===== src/rtl/zork_pkg.sv =====
// Shared definitions for the keypad front end of the game: direction key
// codes, the 4x4 keypad map and the scanner state encoding.
package zork_pkg;

    // Direction keys as consumed by game_control
    localparam logic [3:0] KEY_UP    = 4'h2;
    localparam logic [3:0] KEY_LEFT  = 4'h4;
    localparam logic [3:0] KEY_RIGHT = 4'h6;
    localparam logic [3:0] KEY_DOWN  = 4'h8;

    // Scanner states
    typedef enum logic [2:0] {
        SCAN     = 3'd0,  // walking the columns, sampling rows once per dwell
        DEBOUNCE = 3'd1,  // candidate key must stay low for the full window
        PRESS    = 3'd2,  // single cycle: code registered, valid pulsed
        HELD     = 3'd3,  // key accepted, waiting for it to go high
        RELEASE  = 3'd4   // candidate row must stay high for the full window
    } scan_state_t;

    // Keypad legend (row r, column c):
    //   r0: 1 2 3 A
    //   r1: 4 5 6 B
    //   r2: 7 8 9 C
    //   r3: E 0 F D   (E is '*', F is '#')
    function automatic logic [3:0] key_map(input logic [1:0] row,
                                           input logic [1:0] col);
        logic [3:0] code;
        case ({row, col})
            4'b00_00: code = 4'h1;
            4'b00_01: code = KEY_UP;
            4'b00_10: code = 4'h3;
            4'b00_11: code = 4'hA;
            4'b01_00: code = KEY_LEFT;
            4'b01_01: code = 4'h5;
            4'b01_10: code = KEY_RIGHT;
            4'b01_11: code = 4'hB;
            4'b10_00: code = 4'h7;
            4'b10_01: code = KEY_DOWN;
            4'b10_10: code = 4'h9;
            4'b10_11: code = 4'hC;
            4'b11_00: code = 4'hE;
            4'b11_01: code = 4'h0;
            4'b11_10: code = 4'hF;
            4'b11_11: code = 4'hD;
            default:  code = 4'h0;
        endcase
        return code;
    endfunction

endpackage


===== src/rtl/keypad_scanner_sync_2ff.sv =====
// Two-flop synchroniser for slow, level-type inputs that arrive
// asynchronously to clk. Each bit is synchronised independently; the
// reset value lets idle-high inputs (pulled-up rows) start at their idle level.
module sync_2ff #(
    parameter int               WIDTH     = 1,
    parameter logic [WIDTH-1:0] RESET_VAL = '0
) (
    input  logic             clk,
    input  logic             rst,
    input  logic [WIDTH-1:0] d,
    output logic [WIDTH-1:0] q
);

    logic [WIDTH-1:0] meta;

    // Capture the raw input, then let any metastability settle for a cycle
    always_ff @(posedge clk or posedge rst) begin
        if (rst) begin
            meta <= RESET_VAL;
            q    <= RESET_VAL;
        end else begin
            // NOTE: non-blocking assignments make both flops sample on the
            // same edge; blocking ones would collapse the chain to one flop.
            meta <= d;
            q    <= meta;
        end
    end

endmodule


===== src/rtl/keypad_scanner.sv =====
// 4x4 matrix keypad scanner with press/release debouncing.
// Drives one column low at a time, samples the synchronised rows at the end
// of each column dwell, debounces the first key found and reports its hex
// code with a one-cycle valid pulse. While a key is pending or held the
// column stays frozen, so other keys are ignored until a full release.
// Optional feature: define KEYPAD_AUTOREPEAT_EN to re-pulse key_valid_o every
// REPEAT_CYC cycles while the key is held.
module keypad_scanner
    import zork_pkg::*;
#(
    parameter int SCAN_DIV     = 50000,    // cycles per column, >= 4
    parameter int DEBOUNCE_CYC = 1000000,  // stable cycles to accept, >= 2
    parameter int REPEAT_CYC   = 12500000  // auto-repeat period, >= 2
) (
    input  logic       clk_50MHz_i,
    input  logic       rst_async_ha_i,
    input  logic [3:0] row_i,
    output logic [3:0] col_o,
    output logic [3:0] key_code_o,
    output logic       key_valid_o
);

    localparam int DWELL_W = $clog2(SCAN_DIV);
    localparam int DEB_W   = $clog2(DEBOUNCE_CYC);

    localparam logic [DWELL_W-1:0] DWELL_LAST = DWELL_W'(SCAN_DIV - 1);
    localparam logic [DEB_W-1:0]   DEB_LAST   = DEB_W'(DEBOUNCE_CYC - 1);

    logic [3:0]         rs;          // synchronised rows, active-low
    scan_state_t        state;
    logic [1:0]         col_idx;     // column currently driven low
    logic [1:0]         cand_row;    // row of the key being debounced/held
    logic [DWELL_W-1:0] dwell_cnt;
    logic [DEB_W-1:0]   deb_cnt;

    logic       any_low;
    logic [1:0] first_low;
    logic       cand_low;
    logic       sample;
    logic       deb_done;
    logic       advance;

    // Rows are pulled up, so they idle (and reset) high
    sync_2ff #(
        .WIDTH     (4),
        .RESET_VAL (4'hF)
    ) u_row_sync (
        .clk (clk_50MHz_i),
        .rst (rst_async_ha_i),
        .d   (row_i),
        .q   (rs)
    );

    assign any_low  = ~&rs;
    assign cand_low = ~rs[cand_row];
    assign sample   = (dwell_cnt == DWELL_LAST);
    assign deb_done = (deb_cnt == DEB_LAST);

    // Lowest-index low row wins when several rows in the column are pressed
    always_comb begin
        // NOTE: assigning a default before any condition keeps this block
        // purely combinational; a path that skips the assignment infers a latch.
        first_low = 2'd0;
        for (int i = 3; i >= 0; i--) begin
            if (!rs[i]) first_low = 2'(i);
        end
    end

    // Decide when the scan moves on to the next column
    always_comb begin
        advance = 1'b0;
        case (state)
            SCAN:     advance = sample && !any_low;
            DEBOUNCE: advance = !cand_low;
            RELEASE:  advance = !cand_low && deb_done;
            default:  advance = 1'b0;
        endcase
    end

    // Column drive: registered so the pins never glitch, rotated one step
    // per advance (1110 -> 1101 -> 1011 -> 0111 -> 1110)
    always_ff @(posedge clk_50MHz_i or posedge rst_async_ha_i) begin
        if (rst_async_ha_i) begin
            col_idx <= 2'd0;
            col_o   <= 4'b1110;
        end else if (advance) begin
            col_idx <= col_idx + 2'd1;
            col_o   <= {col_o[2:0], col_o[3]};
        end
    end

`ifdef KEYPAD_AUTOREPEAT_EN
    localparam int                REP_W    = $clog2(REPEAT_CYC);
    localparam logic [REP_W-1:0]  REP_LAST = REP_W'(REPEAT_CYC - 1);
    // Pulse is registered, so it is requested one count before the period ends
    localparam logic [REP_W-1:0]  REP_FIRE = REP_W'(REPEAT_CYC - 2);

    logic [REP_W-1:0] rep_cnt;
`else
    // Without auto-repeat the period has no effect on the hardware
    logic unused_repeat;
    assign unused_repeat = (REPEAT_CYC > 1);
`endif

    // Scan, debounce and report state machine with its counters and outputs.
    // The column stays frozen outside SCAN, so col_idx is the candidate column.
    always_ff @(posedge clk_50MHz_i or posedge rst_async_ha_i) begin
        if (rst_async_ha_i) begin
            state       <= SCAN;
            dwell_cnt   <= '0;
            deb_cnt     <= '0;
            cand_row    <= 2'd0;
            key_code_o  <= 4'h0;
            key_valid_o <= 1'b0;
`ifdef KEYPAD_AUTOREPEAT_EN
            rep_cnt     <= '0;
`endif
        end else begin
            key_valid_o <= 1'b0;
            case (state)
                SCAN: begin
                    if (sample) begin
                        dwell_cnt <= '0;
                        if (any_low) begin
                            cand_row <= first_low;
                            deb_cnt  <= '0;
                            state    <= DEBOUNCE;
                        end
                    end else begin
                        dwell_cnt <= dwell_cnt + 1'b1;
                    end
                end

                DEBOUNCE: begin
                    if (!cand_low) begin
                        // Bounce: give up on this key and keep scanning
                        deb_cnt <= '0;
                        state   <= SCAN;
                    end else if (deb_done) begin
                        deb_cnt     <= '0;
                        key_code_o  <= key_map(cand_row, col_idx);
                        key_valid_o <= 1'b1;
                        state       <= PRESS;
                    end else begin
                        deb_cnt <= deb_cnt + 1'b1;
                    end
                end

                PRESS: begin
                    state <= HELD;
`ifdef KEYPAD_AUTOREPEAT_EN
                    rep_cnt <= '0;
`endif
                end

                HELD: begin
                    if (!cand_low) begin
                        deb_cnt <= '0;
                        state   <= RELEASE;
                    end
`ifdef KEYPAD_AUTOREPEAT_EN
                    else begin
                        // Counter sits at REP_LAST during each repeat pulse
                        // and clears right after it
                        if (rep_cnt == REP_LAST) begin
                            rep_cnt <= '0;
                        end else begin
                            rep_cnt <= rep_cnt + 1'b1;
                        end
                        if (rep_cnt == REP_FIRE) begin
                            key_valid_o <= 1'b1;
                        end
                    end
`endif
                end

                RELEASE: begin
                    if (cand_low) begin
                        // Release glitch: still the same press, no new pulse
                        deb_cnt <= '0;
                        state   <= HELD;
`ifdef KEYPAD_AUTOREPEAT_EN
                        rep_cnt <= '0;
`endif
                    end else if (deb_done) begin
                        deb_cnt <= '0;
                        state   <= SCAN;
                    end else begin
                        deb_cnt <= deb_cnt + 1'b1;
                    end
                end

                default: begin
                    state <= SCAN;
                end
            endcase
        end
    end

endmodule

===== config.mk =====
export PLATFORM = sky130hd
export DESIGN_NAME = keypad_scanner
export DESIGN_NICKNAME = d
export VERILOG_FILES = /design/src/rtl/zork_pkg.sv /design/src/rtl/keypad_scanner_sync_2ff.sv /design/src/rtl/keypad_scanner.sv
export SDC_FILE = /design/constraint.sdc
export NUM_CORES = 1
export LEC_CHECK = 0
export CAP_MARGIN = 20
export CORE_MARGIN = 8
export CORE_UTILIZATION = 25
export DETAILED_ROUTE_END_ITERATION = 16
export GPL_ROUTABILITY_DRIVEN = 1
export PLACE_DENSITY = 0.51
export SLEW_MARGIN = 20
export SYNTH_ARGS = -nofsm -noshare
export SYNTH_HDL_FRONTEND = slang
export SYNTH_SLANG_ARGS = --single-unit

===== constraint.sdc =====
create_clock -name clk_50MHz_i -period 5.6 [get_ports clk_50MHz_i]
set_clock_uncertainty 0.05 [all_clocks]
set_input_delay 0.84 -clock clk_50MHz_i [delete_from_list [all_inputs] [get_ports clk_50MHz_i]]
set_output_delay 0.84 -clock clk_50MHz_i [all_outputs]
set_load 0.01 [all_outputs]

==> flow_summary.yaml <==
status:
  status: "complete, no violations"
power:
  p_per_area_nw_per_um2: 253
  p_leak_nw: 1.65
  total_power_mw: 0.944
  vdd_ir_drop_max_mv: 0.128
floorplan:
  rows: 41
  die_w_um: 129
  dieArea_sq_um: 16700
  dieHeight_um: 129
  core_sq_um: 12600
  start_util_pct: 25.5
  ioPinCount: 15
drt:
  avgViaCountPerCell: 4.60
  drc_errors: 0
  routed-via-count: 2234
  wl_per_cell_um: 12.6
  drt_wl_total_mm: 6.11
  first_pass_iters: 4
  final_antenna_net_count: 0
  initialDrtViolationCount: 199
clock_network:
  postCtsHoldBufs: 0
  htreeDepth: 3
  cts_resized: 0
  clk_latency_ps: 330
  cts_setup_buffers: 0
  cts_buffers: 9
  clk_pin_slew_ps: 50
  root_buffer: "clkbuf_16"
  tritoncts: "built"
  clkSinkCount: 60
  cts_buffer_depth: 2
synthesis:
  ys_seq_area_share_pct: 47.3
  synth_cells: 294
  synth.avg_cell_area_sq_um: 10.9
  synth_seq_cells: 60
  ys_warn_count: 0
  async_reset_ff_share_pct: 100
  synth_ff_type: "dfrtp_1"
  synthesis.area_sq_um: 3200
  ys_types: 60
  synth_nets: 306
  synth_edf_count: 0
global_route:
  grt_pass1_vias: 2156
  busiest_layer: "met2"
  antenna_found_initial: 0
  grt_usage_pct: 8.01
  grt_pass1_wl_mm: 10.6
  grt_use_met3_pct: 3.04
  grtUsageMet1_pct: 10.1
  grt_max_degree: 61
  use_met2_pct: 12.0
  globalRoute.totalOverflow: 0
timing:
  hold_ws_ps: 304
  worstMarginPinSlew_ps: 750
  setup_viol_count_final: 0
  hold_viol_final: 0
  fin_crit_sh_pct: 45.0
  fin_crit_ps: 2520
  timing.slew.headroom_pct: 50.0
  tns_ps: 0
  maxSlewViolCount: 0
  fmax_mhz: 397
  rsz0062_at_grt: "false"
cells_and_area:
  area_growth_pct: 16.5
  fillCellCount: 1289
  drive_gt1_share_pct: 18.5
  num_antenna_cells: 0
  layout.cells.non_filler: 486
  final_net_count: 321
setup_path:
  worst-path-max-fanout: 20
  required_ps: 5760
  max_stage_delay_ps: 680
  start_kind: "flip-flop"
  worstSetupPathType: "reg2reg"
  r2r_end: "state[0]"
  cp_slowest_cell: "mux4_2"
  critPathTopFamily: "multiplexers"
  end_kind: "flip-flop"
  cp_cell_sequence: "mux4_2, mux2_4, o21ba_4, a211oi_2, mux2_2"
  rr_worst_depth: 5
  arrival_ps: 2680
  r2r-start: "cand_row[0]"
  reg2reg_slack_ps: 3080
  crit_buf_inv: 0
job:
  maxCapViolCount: 0
placement:
  dp.cells: 470
  place_congestion: 0.786
  dp_hpwl_mm: 4.24
  io_buffer_count: 14
hold_path:
  whs_endpoint: "u_row_sync.q[2]"
  min_from: "u_row_sync.meta[2]"
  holdCritPathClass: "reg2reg"
  min_delay_path_depth: 0
## sequential cells by signal, indices dropped and copies added (netlist names)
register	count
cand_row	2
state	3
deb_cnt	20
dwell_cnt	16
col_o	4
u_row_sync.meta	4
col_idx	2
u_row_sync.q	4
key_valid_o	1
key_code_o	4
## final cells by class
class                   count  area, sq um  share of cell area [%]
clock buffers              13          250                    6.71
clock inverters             3         15.0                   0.402
inverters                  11         41.3                    1.11
multi-input cells         212         1550                    41.4
flip-flops and latches     60         1520                    40.6
well taps                 172          215                    5.77
repair buffers             15          148                    3.96
## report_power, final
group	internal [mW]	switching, mW	leakage, nW
Clock	0.308	0.178	0.133
Combinational	0.00516	0.0111	0.728
Sequential	0.440	0.00211	0.785
## worst max-delay path by stage
| stage | start | endpoint | slack [ps] | cells past startpoint |
|---|---|---|---|---|
| after floorplan | rst_async_ha_i | cand_row[0] | 3240 | 1 |
| after global placement | cand_row[0] | state[0] | 3090 | 5 |
| after detailed placement | cand_row[0] | state[0] | 3080 | 5 |
| after CTS | cand_row[0] | state[0] | 3060 | 5 |
| after global routing | cand_row[0] | deb_cnt[12] | 2890 | 4 |
| final | cand_row[0] | state[0] | 3080 | 5 |
## synthesized netlist by cell type, types with 2 or more instances
| master | number | area (sq um) |
|---|---|---|
| xor2_1 | 4 | 35.0 |
| and4_1 | 3 | 26.3 |
| a211o_2 | 2 | 20.0 |
| ha_1 | 6 | 75.1 |
| mux2_2 | 9 | 101 |
| mux2i_1 | 5 | 50.1 |
| inv_1 | 11 | 41.3 |
| nand2b_1 | 3 | 18.8 |
| nor2_1 | 18 | 67.6 |
| xnor2_1 | 11 | 96.3 |
| o21ai_0 | 8 | 40.0 |
| or3b_2 | 3 | 26.3 |
| nor3b_1 | 2 | 15.0 |
| nand2_1 | 24 | 90.1 |
| buf_2 | 3 | 15.0 |
| a22o_1 | 6 | 52.6 |
| and3_1 | 10 | 62.6 |
| nor3_1 | 16 | 80.1 |
| a221o_1 | 3 | 30.0 |
| dfstp_2 | 11 | 289 |
| or3_1 | 3 | 18.8 |
| nor4_1 | 3 | 18.8 |
| a21oi_1 | 12 | 60.1 |
| buf_6 | 5 | 56.3 |
| mux4_2 | 2 | 45.0 |
| nand4_1 | 10 | 62.6 |
| a211o_1 | 6 | 52.6 |
| clkbuf_1 | 2 | 7.51 |
| dfrtp_1 | 49 | 1230 |
| o31ai_1 | 2 | 15.0 |
| a21o_1 | 2 | 15.0 |
| nand3_1 | 12 | 60.1 |
## worst reg2reg max path: cells and delay by family (launching register included)
family,cells,cell delay [ps]
AO/OA/AOI/OAI,2,550
multiplexers,3,1310
flip-flops,1,490
## through the flow
step,cell area [sq um],utilization [%],worst slack [ps]
3_3_place_gp,3470,27.6,3090
2_1_floorplan,3200,-,3240
6_report,3730,29.7,3080
4_1_cts,3730,29.7,3060
3_5_place_dp,3470,27.6,3080
5_1_grt,3730,29.7,2890
## cell usage in the layout (no fill, tap or decap), types with 2 or more instances in the layout
master,netlist,final
a211o_1,6,6
a211o_2,2,2
a21o_1,2,2
a21oi_1,12,12
a221o_1,3,3
a22o_1,6,6
and3_1,10,10
and4_1,3,3
clkbuf_1,2,3
clkbuf_16,0,9
clkdlybuf4s50_1,0,14
clkinv_2,0,3
dfrtp_1,49,49
dfstp_2,11,11
ha_1,6,6
inv_1,11,10
mux2_2,9,9
mux2i_1,5,5
mux4_2,2,2
nand2_1,24,24
nand2b_1,3,3
nand3_1,12,12
nand4_1,10,10
nor2_1,18,18
nor3_1,16,16
nor3b_1,2,2
nor4_1,3,3
o21ai_0,8,8
o31ai_1,2,2
or3_1,3,3
or3b_2,3,3
xnor2_1,11,11
xor2_1,4,4
## cell families after synthesis
group | count (synthesis) | share of synthesized area (%)
DFF | 60 | 47.3
and+or+nand+nor | 120 | 21.3
adders and majority gates | 6 | 2.34
xor gates and xnor gates | 15 | 4.10
buffers and inverters | 22 | 4.38
AOI/OAI and AO/OA | 53 | 13.6
muxes | 18 | 6.96
## layer usage
metal / up-vias / share of wire [%]
met5: - / 0
met4: 0 / 1.6
met3: 11 / 4.0
met2: 28 / 45
met1: 1088 / 49
li1: 1107 / -
No activity file was read; power rests on OpenSTA's default activity.
